`config.mk`:
```
export PLATFORM = sky130hd
export DESIGN_NAME = fetch_stage_flat
export DESIGN_NICKNAME = d
export VERILOG_FILES = /design/src/rtl/rv32i_pkg.sv /design/src/rtl/fetch_stage_if.sv /design/src/rtl/fetch_fifo.sv /design/src/rtl/fetch_stage.sv /design/src/flat_wrapper.sv
export SDC_FILE = /design/constraint.sdc
export NUM_CORES = 1
export LEC_CHECK = 0
export ABC_AREA = 1
export BUFFER_PORTS_ARGS = -buffer_cell sky130_fd_sc_hd__buf_2
export CORE_AREA = 2 2 268 138
export DETAILED_ROUTE_END_ITERATION = 12
export DIE_AREA = 0 0 270 140
export GPL_TIMING_DRIVEN = 0
export HOLD_SLACK_MARGIN = 0.08
export SETUP_SLACK_MARGIN = 0.1
export SYNTH_ARGS = -nofsm -noshare
export SYNTH_HDL_FRONTEND = slang
export SYNTH_SLANG_ARGS = --single-unit
```
`constraint.sdc`:
```
create_clock -name clk -period 4.05 [get_ports clk]
set_clock_uncertainty 0.2 [all_clocks]
set_input_delay 0.405 -clock clk [delete_from_list [all_inputs] [get_ports clk]]
set_output_delay 0.405 -clock clk [all_outputs]
set_load 0.01 [all_outputs]
```
`src/rtl/rv32i_pkg.sv`:
```
// Shared RV32I definitions: XLEN, the NOP used for flushed/empty slots, and the fetch buffer entry.
// Imported by the fetch stage, its buffer and the interface.
package rv32i_pkg;

  localparam int XLEN = 32;
  localparam logic [XLEN-1:0] NOP_INSTR = 32'h0000_0033;

  typedef struct packed {
    logic [XLEN-1:0] pc;
    logic [XLEN-1:0] instr;
  } fetch_entry_t;

  function automatic logic [XLEN-1:0] word_align(input logic [XLEN-1:0] a);
    return a & ~XLEN'(3);
  endfunction

endpackage

```
`src/rtl/fetch_stage_if.sv`:
```
// Fetch stage boundary: hazard/redirect inputs, instruction-memory req/gnt/rvalid port, IF/ID outputs.
// Optional perf counters exist only when FETCH_PERF_CNT_EN is defined.
interface fetch_stage_if;
  import rv32i_pkg::*;

  logic            StallF;
  logic            PCSrcE;
  logic [XLEN-1:0] PCTargetE;
  logic            imem_req;
  logic [XLEN-1:0] imem_addr;
  logic            imem_gnt;
  logic            imem_rvalid;
  logic [XLEN-1:0] imem_rdata;
  logic [XLEN-1:0] InstrF;
  logic [XLEN-1:0] PCF;
  logic [XLEN-1:0] PCPlus4F;
  logic            ValidF;
`ifdef FETCH_PERF_CNT_EN
  logic [31:0]     perf_fetched;
  logic [31:0]     perf_dropped;
`endif

  modport master (
    input  StallF, PCSrcE, PCTargetE, imem_gnt, imem_rvalid, imem_rdata,
    output imem_req, imem_addr, InstrF, PCF, PCPlus4F, ValidF
`ifdef FETCH_PERF_CNT_EN
    , output perf_fetched, perf_dropped
`endif
  );

  modport slave (
    output StallF, PCSrcE, PCTargetE, imem_gnt, imem_rvalid, imem_rdata,
    input  imem_req, imem_addr, InstrF, PCF, PCPlus4F, ValidF
`ifdef FETCH_PERF_CNT_EN
    , input perf_fetched, perf_dropped
`endif
  );

endinterface

```
`src/rtl/fetch_fifo.sv`:
```
// Prefetch buffer of {pc, instr} entries; head is visible combinationally, push/pop take effect at the edge.
// Flush empties it in one cycle; push into a full buffer is accepted only together with a pop.
module fetch_fifo
  import rv32i_pkg::*;
#(
  parameter  int DEPTH = 2,
  localparam int CW    = $clog2(DEPTH + 1)
) (
  input  logic         clk,
  input  logic         rst,
  input  logic         push,
  input  logic         pop,
  input  logic         flush,
  input  fetch_entry_t wdata,
  output fetch_entry_t rdata,
  output logic [CW-1:0] count,
  output logic         empty,
  output logic         full
);

  localparam int PW = (DEPTH > 1) ? $clog2(DEPTH) : 1;

  fetch_entry_t  mem [DEPTH];
  logic [PW-1:0] wr_ptr;
  logic [PW-1:0] rd_ptr;
  logic [CW-1:0] cnt;
  logic          do_push;
  logic          do_pop;

  function automatic logic [PW-1:0] ptr_next(input logic [PW-1:0] p);
    return (p == PW'(DEPTH - 1)) ? '0 : p + PW'(1);
  endfunction

  assign empty   = (cnt == '0);
  assign full    = (cnt == CW'(DEPTH));
  assign count   = cnt;
  assign do_pop  = pop && !empty;
  assign do_push = push && (!full || do_pop);
  assign rdata   = mem[rd_ptr];

  always_ff @(posedge clk or negedge rst) begin
    if (!rst) begin
      wr_ptr <= '0;
      rd_ptr <= '0;
      cnt    <= '0;
    end else if (flush) begin
      wr_ptr <= '0;
      rd_ptr <= '0;
      cnt    <= '0;
    end else begin
      if (do_push) wr_ptr <= ptr_next(wr_ptr);
      if (do_pop)  rd_ptr <= ptr_next(rd_ptr);
      cnt <= cnt + CW'(do_push) - CW'(do_pop);
    end
  end

  // Storage needs no reset: nothing is read while count is zero.
  always_ff @(posedge clk) begin
    if (do_push && !flush) mem[wr_ptr] <= wdata;
  end

endmodule

```
`src/rtl/fetch_stage.sv`:
```
// RV32I IF stage: in-order imem requests, prefetch buffer, redirect flush with in-flight response dropping.
// Word presented the cycle after rvalid; issue throttled by outstanding+buffered <= FIFO_DEPTH; FETCH_PERF_CNT_EN adds counters.
module fetch_stage
  import rv32i_pkg::*;
#(
  parameter logic [XLEN-1:0] RESET_PC   = 32'h0000_0000,
  parameter int              FIFO_DEPTH = 2
) (
  input  logic          clk,
  input  logic          rst,
  fetch_stage_if.master bus
);

  localparam int CW = $clog2(FIFO_DEPTH + 1);
  localparam int OW = CW + 1;

  logic [XLEN-1:0] pc_req;
  logic [XLEN-1:0] resp_pc;
  logic [CW-1:0]   outstanding;
  logic [CW-1:0]   drop_cnt;

  logic [CW-1:0]   fifo_count;
  logic            fifo_empty;
  logic            fifo_full;
  fetch_entry_t    head;
  fetch_entry_t    push_entry;

  logic            redirect;
  logic [XLEN-1:0] target;
  logic            pop;
  logic            push;
  logic            dropping;
  logic            grant;
  logic            credit_ok;
  logic [OW-1:0]   occupancy;

  assign redirect = bus.PCSrcE;
  assign target   = word_align(bus.PCTargetE);
  assign pop      = !fifo_empty && !bus.StallF && !redirect;
  assign dropping = bus.imem_rvalid && (drop_cnt != '0);
  assign push     = bus.imem_rvalid && !dropping && !redirect;

  // The word leaving the buffer this cycle frees its slot, which is what sustains 1 instr/cycle.
  assign occupancy = OW'(outstanding) + OW'(fifo_count);
  assign credit_ok = (occupancy - OW'(pop)) < OW'(FIFO_DEPTH);

  assign bus.imem_req  = rst && credit_ok && !redirect;
  assign bus.imem_addr = pc_req;
  assign grant         = bus.imem_req && bus.imem_gnt;

  always_comb begin
    push_entry       = '0;
    push_entry.pc    = resp_pc;
    push_entry.instr = bus.imem_rdata;
  end

  fetch_fifo #(.DEPTH(FIFO_DEPTH)) u_fifo (
    .clk   (clk),
    .rst   (rst),
    .push  (push),
    .pop   (pop),
    .flush (redirect),
    .wdata (push_entry),
    .rdata (head),
    .count (fifo_count),
    .empty (fifo_empty),
    .full  (fifo_full)
  );

  always_ff @(posedge clk or negedge rst) begin
    if (!rst) begin
      pc_req      <= RESET_PC;
      resp_pc     <= RESET_PC;
      outstanding <= '0;
      drop_cnt    <= '0;
    end else if (redirect) begin
      // No grant can happen here, so whatever is still in flight after this cycle's rvalid is stale.
      pc_req      <= target;
      resp_pc     <= target;
      outstanding <= outstanding - CW'(bus.imem_rvalid);
      drop_cnt    <= outstanding - CW'(bus.imem_rvalid);
    end else begin
      if (grant)    pc_req   <= pc_req + XLEN'(4);
      if (push)     resp_pc  <= resp_pc + XLEN'(4);
      if (dropping) drop_cnt <= drop_cnt - CW'(1);
      outstanding <= outstanding + CW'(grant) - CW'(bus.imem_rvalid);
    end
  end

  always_comb begin
    bus.ValidF   = 1'b0;
    bus.InstrF   = NOP_INSTR;
    bus.PCF      = '0;
    bus.PCPlus4F = '0;
    if (!fifo_empty) begin
      bus.ValidF   = 1'b1;
      bus.InstrF   = head.instr;
      bus.PCF      = head.pc;
      bus.PCPlus4F = head.pc + XLEN'(4);
    end
  end

`ifdef FETCH_PERF_CNT_EN
  logic [31:0] perf_fetched_q;
  logic [31:0] perf_dropped_q;

  always_ff @(posedge clk or negedge rst) begin
    if (!rst) begin
      perf_fetched_q <= '0;
      perf_dropped_q <= '0;
    end else begin
      if (pop) perf_fetched_q <= perf_fetched_q + 32'd1;
      if (redirect)
        perf_dropped_q <= perf_dropped_q + 32'(fifo_count) + 32'(bus.imem_rvalid);
      else if (dropping)
        perf_dropped_q <= perf_dropped_q + 32'd1;
    end
  end

  assign bus.perf_fetched = perf_fetched_q;
  assign bus.perf_dropped = perf_dropped_q;
`endif

  a_no_rvalid_underflow: assert property (@(posedge clk) disable iff (!rst)
    !(bus.imem_rvalid && (outstanding == '0)));
  a_drop_within_outstanding: assert property (@(posedge clk) disable iff (!rst)
    drop_cnt <= outstanding);
  a_no_push_overflow: assert property (@(posedge clk) disable iff (!rst)
    !(push && fifo_full && !pop));

endmodule

```
`src/flat_wrapper.sv`:
```
// flat-port wrapper written by rule: the top's interface ports become plain ports
module fetch_stage_flat import rv32i_pkg::*;
#(
  parameter logic [XLEN-1:0] RESET_PC   = 32'h0000_0000,
  parameter int              FIFO_DEPTH = 2
)
  (clk, rst, bus_StallF, bus_PCSrcE, bus_PCTargetE, bus_imem_gnt, bus_imem_rvalid, bus_imem_rdata, bus_imem_req, bus_imem_addr, bus_InstrF, bus_PCF, bus_PCPlus4F, bus_ValidF);
  fetch_stage_if bus_i ();
  input  logic clk;
  input  logic rst;
  input wire logic [$bits(bus_i.StallF)-1:0] bus_StallF;
  input wire logic [$bits(bus_i.PCSrcE)-1:0] bus_PCSrcE;
  input wire logic [$bits(bus_i.PCTargetE)-1:0] bus_PCTargetE;
  input wire logic [$bits(bus_i.imem_gnt)-1:0] bus_imem_gnt;
  input wire logic [$bits(bus_i.imem_rvalid)-1:0] bus_imem_rvalid;
  input wire logic [$bits(bus_i.imem_rdata)-1:0] bus_imem_rdata;
  output wire logic [$bits(bus_i.imem_req)-1:0] bus_imem_req;
  output wire logic [$bits(bus_i.imem_addr)-1:0] bus_imem_addr;
  output wire logic [$bits(bus_i.InstrF)-1:0] bus_InstrF;
  output wire logic [$bits(bus_i.PCF)-1:0] bus_PCF;
  output wire logic [$bits(bus_i.PCPlus4F)-1:0] bus_PCPlus4F;
  output wire logic [$bits(bus_i.ValidF)-1:0] bus_ValidF;
  assign bus_i.StallF = bus_StallF;
  assign bus_i.PCSrcE = bus_PCSrcE;
  assign bus_i.PCTargetE = bus_PCTargetE;
  assign bus_i.imem_gnt = bus_imem_gnt;
  assign bus_i.imem_rvalid = bus_imem_rvalid;
  assign bus_i.imem_rdata = bus_imem_rdata;
  assign bus_imem_req = bus_i.imem_req;
  assign bus_imem_addr = bus_i.imem_addr;
  assign bus_InstrF = bus_i.InstrF;
  assign bus_PCF = bus_i.PCF;
  assign bus_PCPlus4F = bus_i.PCPlus4F;
  assign bus_ValidF = bus_i.ValidF;
  fetch_stage #(.RESET_PC(RESET_PC), .FIFO_DEPTH(FIFO_DEPTH)) u_core (.clk(clk), .rst(rst), .bus(bus_i));
endmodule
```
## After elaboration in Yosys (flattened, before gate mapping)

Memory sizes are Yosys's and may differ from the RTL's.
Cells that the tools add are included.
Widths: inputs -> output; s select.

- Register bits: 72
- Memory bits (writable): 128
- Input bits: 70
- Output and inout bits: 130
- Word-level logic and storage cells: 67
- Memories: 1

- Add/subtract/negate cells: 13
- Order comparisons: 1
- Equality and inequality tests: 1
- Muxes and demuxes: 20
- Reduce and logical (&&, ||, !) cells: 24

Memories:

| memory | words | width | read ports | clocked after Yosys merged registers in | write ports | RTL line | RTL |
|---|---|---|---|---|---|---|---|
| u_core.u_fifo.mem | 2 | 64 | 1 | 0 | 1 | fetch_fifo.sv:23 | `fetch_entry_t mem [DEPTH];` |

Operators by type and width:

| operator | count |
|---|---|
| $mux 32 | 7 |
| $add 32x3->32 const B | 3 |
| $reduce_bool 2->1 | 6 |
| $logic_and 1x1->1 | 11 |
| $mux 1 | 9 |
| $mux 2 | 4 |
| $sub 2x1->2 | 3 |
| $logic_not 1->1 | 5 |
| $add 2x1->2 | 2 |
| $add 2x2->3 | 1 |
| $lt 3x2->1 const B | 1 |
| $sub 3x1->3 | 1 |
| $add 1x1->1 const B | 2 |
| $eq 2x2->1 const B | 1 |
| $logic_not 2->1 | 1 |
| $sub 2x1->2 const B | 1 |
| $logic_or 1x1->1 | 1 |

## Longest topological paths before layout

- Word-level depth: 12
- Mapped depth: 16
- Gate-level depth less buffers: 15

## Cells and area by module

A second synthesis with hierarchy kept.

- Cell total of the unflattened synthesis: 1363
- Area total of the unflattened synthesis: 10901.7 µm²

Modules (own cells, without submodules):

| module | instances | cells each | area an instance (µm²) | sequential area each (µm²) |
|---|---|---|---|---|
| fetch_stage | 1 | 990 | 5974.5 | 1601.5 |
| fetch_fifo | 1 | 373 | 4927.2 | 3943.8 |

## Least setup slack after synthesis

OpenSTA, ideal clock, no wires.

- Path type: input-to-reg
- Start point: input port bus_PCSrcE
- End point: memory u_core.u_fifo.mem[0][0] (netlist bit), enable pin
- Library setup time: 482 ps
- Arrival time: 3701 ps
- Setup slack: -334 ps
- Stages on the path: 4
- Path buffers: 1
- Path through: buf_2 > nor3_1 > o21ai_0 > nor2_1

- Longest elaborated chain between the ends: 8

RTL lines:

| item | RTL line | RTL |
|---|---|---|
| from (decl) | flat_wrapper.sv:12 | `input wire logic [$bits(bus_i.PCSrcE)-1:0] bus_PCSrcE;` |
| $logic_not 1->1 * | fetch_fifo.sv:59, fetch_stage.sv:39, fetch_stage.sv:41 |  |
| $logic_and 1x1->1 | fetch_stage.sv:39 | `assign pop = !fifo_empty && !bus.StallF && !redirect;` |
| $logic_and 1x1->1 | fetch_fifo.sv:37 | `assign do_pop = pop && !empty;` |
| $logic_or 1x1->1 | fetch_fifo.sv:38 | `assign do_push = push && (!full \|\| do_pop);` |
| $logic_and 1x1->1 | fetch_fifo.sv:38 |  |
| $logic_and 1x1->1 * | fetch_fifo.sv:59 | `if (do_push && !flush) mem[wr_ptr] <= wdata;` |
| $mux 1 * | fetch_fifo.sv:59 |  |
| $mux 1 (not written as such) * | fetch_fifo.sv:59 |  |
| to (decl) | fetch_fifo.sv:23 |  |

Mark *: on every way between the ends. The rest lies on a longest branch, timed or not.

## Final worst setup path

- Start point: register u_core.u_fifo.cnt[0], in the netlist u_core.u_fifo.count[0]
- End point: register u_core.pc_req[24], in the netlist u_core.bus.imem_addr[24]

- Longest elaborated chain between the ends: 10

RTL lines:

| item | RTL line | RTL |
|---|---|---|
| from (decl) | fetch_fifo.sv:26 | `logic [CW-1:0] cnt;` |
| from (signal assigned) | fetch_fifo.sv:53 | `cnt <= cnt + CW'(do_push) - CW'(do_pop);` |
| $logic_not 2->1 | fetch_fifo.sv:34 | `assign empty = (cnt == '0);` |
| $logic_not 1->1 | fetch_stage.sv:39 |  |
| $logic_and 1x1->1 (2 in series) | fetch_stage.sv:39 |  |
| $sub 3x1->3 * | fetch_stage.sv:45 | `assign credit_ok = (occupancy - OW'(pop)) < OW'(FIFO_DEPTH);` |
| $lt 3x2->1 * | fetch_stage.sv:45 |  |
| $logic_and 1x1->1 * (2 in series) | fetch_stage.sv:47 | `assign bus.imem_req = rst && credit_ok && !redirect;` |
| $logic_and 1x1->1 * | fetch_stage.sv:49 | `assign grant = bus.imem_req && bus.imem_gnt;` |
| $reduce_bool 2->1 (no line) * | - |  |
| to (signal assigned) | fetch_stage.sv:78 | `pc_req <= target;` |
| to (signal assigned) | fetch_stage.sv:83 | `if (grant) pc_req <= pc_req + XLEN'(4);` |
| to (decl) | fetch_stage.sv:17 | `logic [XLEN-1:0] pc_req;` |

Marked as above.
A chain may end at the register's enable or synchronous reset.

==> reports/metrics.yaml <==
outcome:
  outcome: "complete, no violations"
logic_synthesis:
  synth-simple-area-share_pct: 30.2
  synthMuxAreaShare_pct: 0.107
  synth_compound_area_share_pct: 6.08
  synth.avg_cell_area_um2: 8.20
  ys_ff_latch: 192
  synthAdderAreaFrac_pct: 1.26
  synthCells: 1283
  ys.warnings.count: 0
  syn_area_mm2: 0.0105
  synth_xor_area_share_pct: 3.25
  synth_top_family_by_area: "simple AND/OR/NAND/NOR gates"
  synth_seq_area_share_pct: 51.6
  synth_cell_type_count: 41
clock_network:
  h-tree-depth: 4
  cts_buffers: 17
  clkTransAtPathRegs_ns: 0.08
  clockBufferDepth: 2
  clk_latency_ns: 0.45
  postCtsSetupBuffers: 0
  cts_tree: "yes"
  clock-root-buffer: "clkbuf_16"
  clkSinkCount: 192
setup_path:
  reg2regPathDepth: 15
  critPathMostFrequentCell: "nand2_1"
  cpPeakStageDelay_ns: 0.48
  r2r-start: "u_core.u_fifo.count[0]$_DFF_PN0_"
  startpoint_type: "flop"
  cp.required_ns: 4.19
  cp_cell_sequence: "nor2_4 -> nor3_1 -> ha_1 -> inv_1 -> nand2_1 -> fa_1 -> nand2_1 -> nor2_1 -> nand3_1 -> nand2_1 -> inv_1 -> clkbuf_1 -> nand2_1 -> nand2_1 -> o21bai_1"
  end_kind: "flop"
  path_depth: 15
  endpoint: "u_core.bus.imem_addr[24]$_DFFE_PN0P_"
  startpoint: "u_core.u_fifo.count[0]$_DFF_PN0_"
  crit_family: "simple AND/OR/NAND/NOR gates"
  critPathKind: "reg -> reg"
  worstPathBufferInverterCount: 3
  r2r_slack_ns: 0.38
  critPathSlowestCell: "fa_1"
  r2r_end: "u_core.bus.imem_addr[24]$_DFFE_PN0P_"
  worst-endpoint-arrival_ns: 3.80
  path_max_fanout: 10
floorplanning:
  die_x_um: 270
  ios: 200
  fp.dieH_um: 140
  initial_utilization_pct: 29.7
  coreArea_mm2: 0.0354
  fp-row-count: 49
  die-area_mm2: 0.0378
placed_design:
  dp_cells: 1968
  place_area_mm2: 0.0122
  place.port_buffers: 191
  globalplace.congestion: 0.935
  post-place-ws_ns: -0.460
  detailed_place_hpwl_um: 27400
grt:
  grt_usage_pct: 18.5
  antenna_found_initial: 1
  grt_pass1_vias: 8894
  grt_max_degree: 48
  grt_pass1_wl_um: 52900
  grt_overflow: 0
route:
  drt_iter0_drc: 1052
  via_count: 9640
  post-route-drc-count: 0
  viasPerCell: 4.69
  first_pass_iters: 6
  postRouteAntennaNets: 0
  drt_wl_total_um: 35100
  wl_per_cell_um: 17.1
sta:
  max_slew_margin_pct: 41.8
  fin_crit_sh_pct: 90.5
  maxSlewViolCount: 0
  holdWs_ns: 0.101
  fmax_mhz: 273
  min_period_ns: 3.67
  tightestPinTransition_ns: 0.864
  rsz0062_at_grt: "no"
  setup_slack_ns: 0.383
  setup_violations: 0
  tns_ns: 0
  hold_viol_final: 0
job:
  maxCapViolCount: 0
final_layout:
  layout-drive-gt1-share_pct: 18.7
  final_nets: 1640
  layout.cells.non_filler: 2057
  n_antenna_cell: 0
  syn_to_final_growth_pct: 27.4
  final_util_pct: 37.9
  stdcell_area_mm2: 0.0134
pwr:
  total_power_mw: 6.44
  vdd_drop_max_v: 0.000279
  power_density_mw_per_mm2: 481
  p_leak_nw: 6.13
worst_hold_path:
  worstHoldPathType: "in -> reg"
[cells by family after synthesis]
kind of cell    after synthesis
fa+ha+maj                    10
xor+xnor                     39
flops                       192
buf+inv                     190
compound gates              113
simple gates                737
mux                           1
other cells                   1
[placed cells by master (no fill, tap or decap), drive strengths merged, types with 14 or more instances in the layout]
| cell | Yosys | final |
|---|---|---|
| nand2 | 467 | 467 |
| edfxtp | 124 | 124 |
| buf | 21 | 216 |
| o21ai | 40 | 40 |
| nand3 | 83 | 83 |
| inv | 145 | 146 |
| dlygate4sd3 | 0 | 58 |
| xor2 | 33 | 33 |
| dfrtp | 68 | 68 |
| nor3 | 14 | 14 |
| clkbuf | 22 | 43 |
| o211ai | 14 | 14 |
| nor2 | 132 | 132 |
| a21oi | 45 | 45 |
| nand4 | 20 | 20 |
[per-layer routing]
layer  track usage [%]  wire length [um]
met5                 0                 0
met4              3.74               415
met3              4.41              2880
met2              26.5             14700
met1              27.9             17100
[power by group]
group | total [mW] | internal [mW] | switching, mW
combinational | 2.08 | 0.695 | 1.39
clock | 1.74 | 0.985 | 0.759
sequential | 2.62 | 2.37 | 0.245
total | 6.44 | 4.05 | 2.39
[cells in the mapped netlist (all sizes together)]
cell	number	area, um2
ha	9	113
fa	1	20.0
conb	1	3.75
o21ai	40	200
a31oi	2	12.5
o211ai	14	105
o21bai	7	52.6
nand3b	11	82.6
clkinv	2	7.51
and3	1	6.26
inv	145	549
mux2	1	11.3
dfrtp	68	1700
nor3	14	85.1
buf	21	151
nand2	467	1810
a21oi	45	225
o221ai	5	43.8
nor2	132	587
or2	3	18.8
nand3	83	425
xor2	33	289
nor3b	2	15.0
edfxtp	124	3720
nand4	20	125
and2	4	25.0
xnor2	6	52.6
clkbuf	22	82.6
[worst reg2reg max path, cell delays in order, from the launching register on]
cell	delay (ns)
dfrtp_1	0.43
nor2_4	0.12
nor3_1	0.37
ha_1	0.32
inv_1	0.05
nand2_1	0.06
fa_1	0.48
nand2_1	0.05
nor2_1	0.13
nand3_1	0.36
nand2_1	0.23
inv_1	0.08
clkbuf_1	0.32
nand2_1	0.14
nand2_1	0.07
o21bai_1	0.15
[timing repair]
action,CTS,global route
gates resized for setup,2,3
setup endpoints to repair,22,16
hold endpoints to repair,173,0
hold buffers,58,0
[flip-flops by register name, summed over array words and instances (netlist names)]
| register | cells |
|---|---|
| u_core.u_fifo.mem | 124 |
| u_core.resp_pc | 30 |
| u_core.drop_cnt | 2 |
| u_core.outstanding | 2 |
| u_core.u_fifo.count | 2 |
| u_core.bus.imem_addr | 30 |
| u_core.u_fifo.rd_ptr | 1 |
| u_core.u_fifo.wr_ptr | 1 |
[layout make-up]
class / instances / area (um2)
Buffer: 42 / 231
Clock buffer: 21 / 450
Clock inverter: 11 / 139
Fill cell: 3663 / 22000
Inverter: 147 / 558
Multi-Input combinational cell: 906 / 4350
Sequential cell: 192 / 5430
Tap cell: 484 / 606
Timing Repair Buffer: 254 / 1650
[how the worst min path moves through the flow]
stage                                         startpoint                                   end  slack [ns]  depth (start not counted)
after floorplan                                      rst  u_core.bus.imem_addr[10]$_DFFE_PN0P_       -0.09                          0
after global placement    u_core.drop_cnt[1]$_DFFE_PN0P_        u_core.drop_cnt[1]$_DFFE_PN0P_        0.29                          1
after detailed placement                             rst  u_core.bus.imem_addr[28]$_DFFE_PN0P_        0.15                          1
after CTS                              bus_PCTargetE[18]        u_core.resp_pc[18]$_DFFE_PN0N_        0.09                          4
after global routing                    bus_PCTargetE[3]   u_core.bus.imem_addr[3]$_DFFE_PN0P_        0.11                          3
final                                  bus_PCTargetE[20]  u_core.bus.imem_addr[20]$_DFFE_PN0P_        0.10                          5
Power figures use the tool's default switching activity.
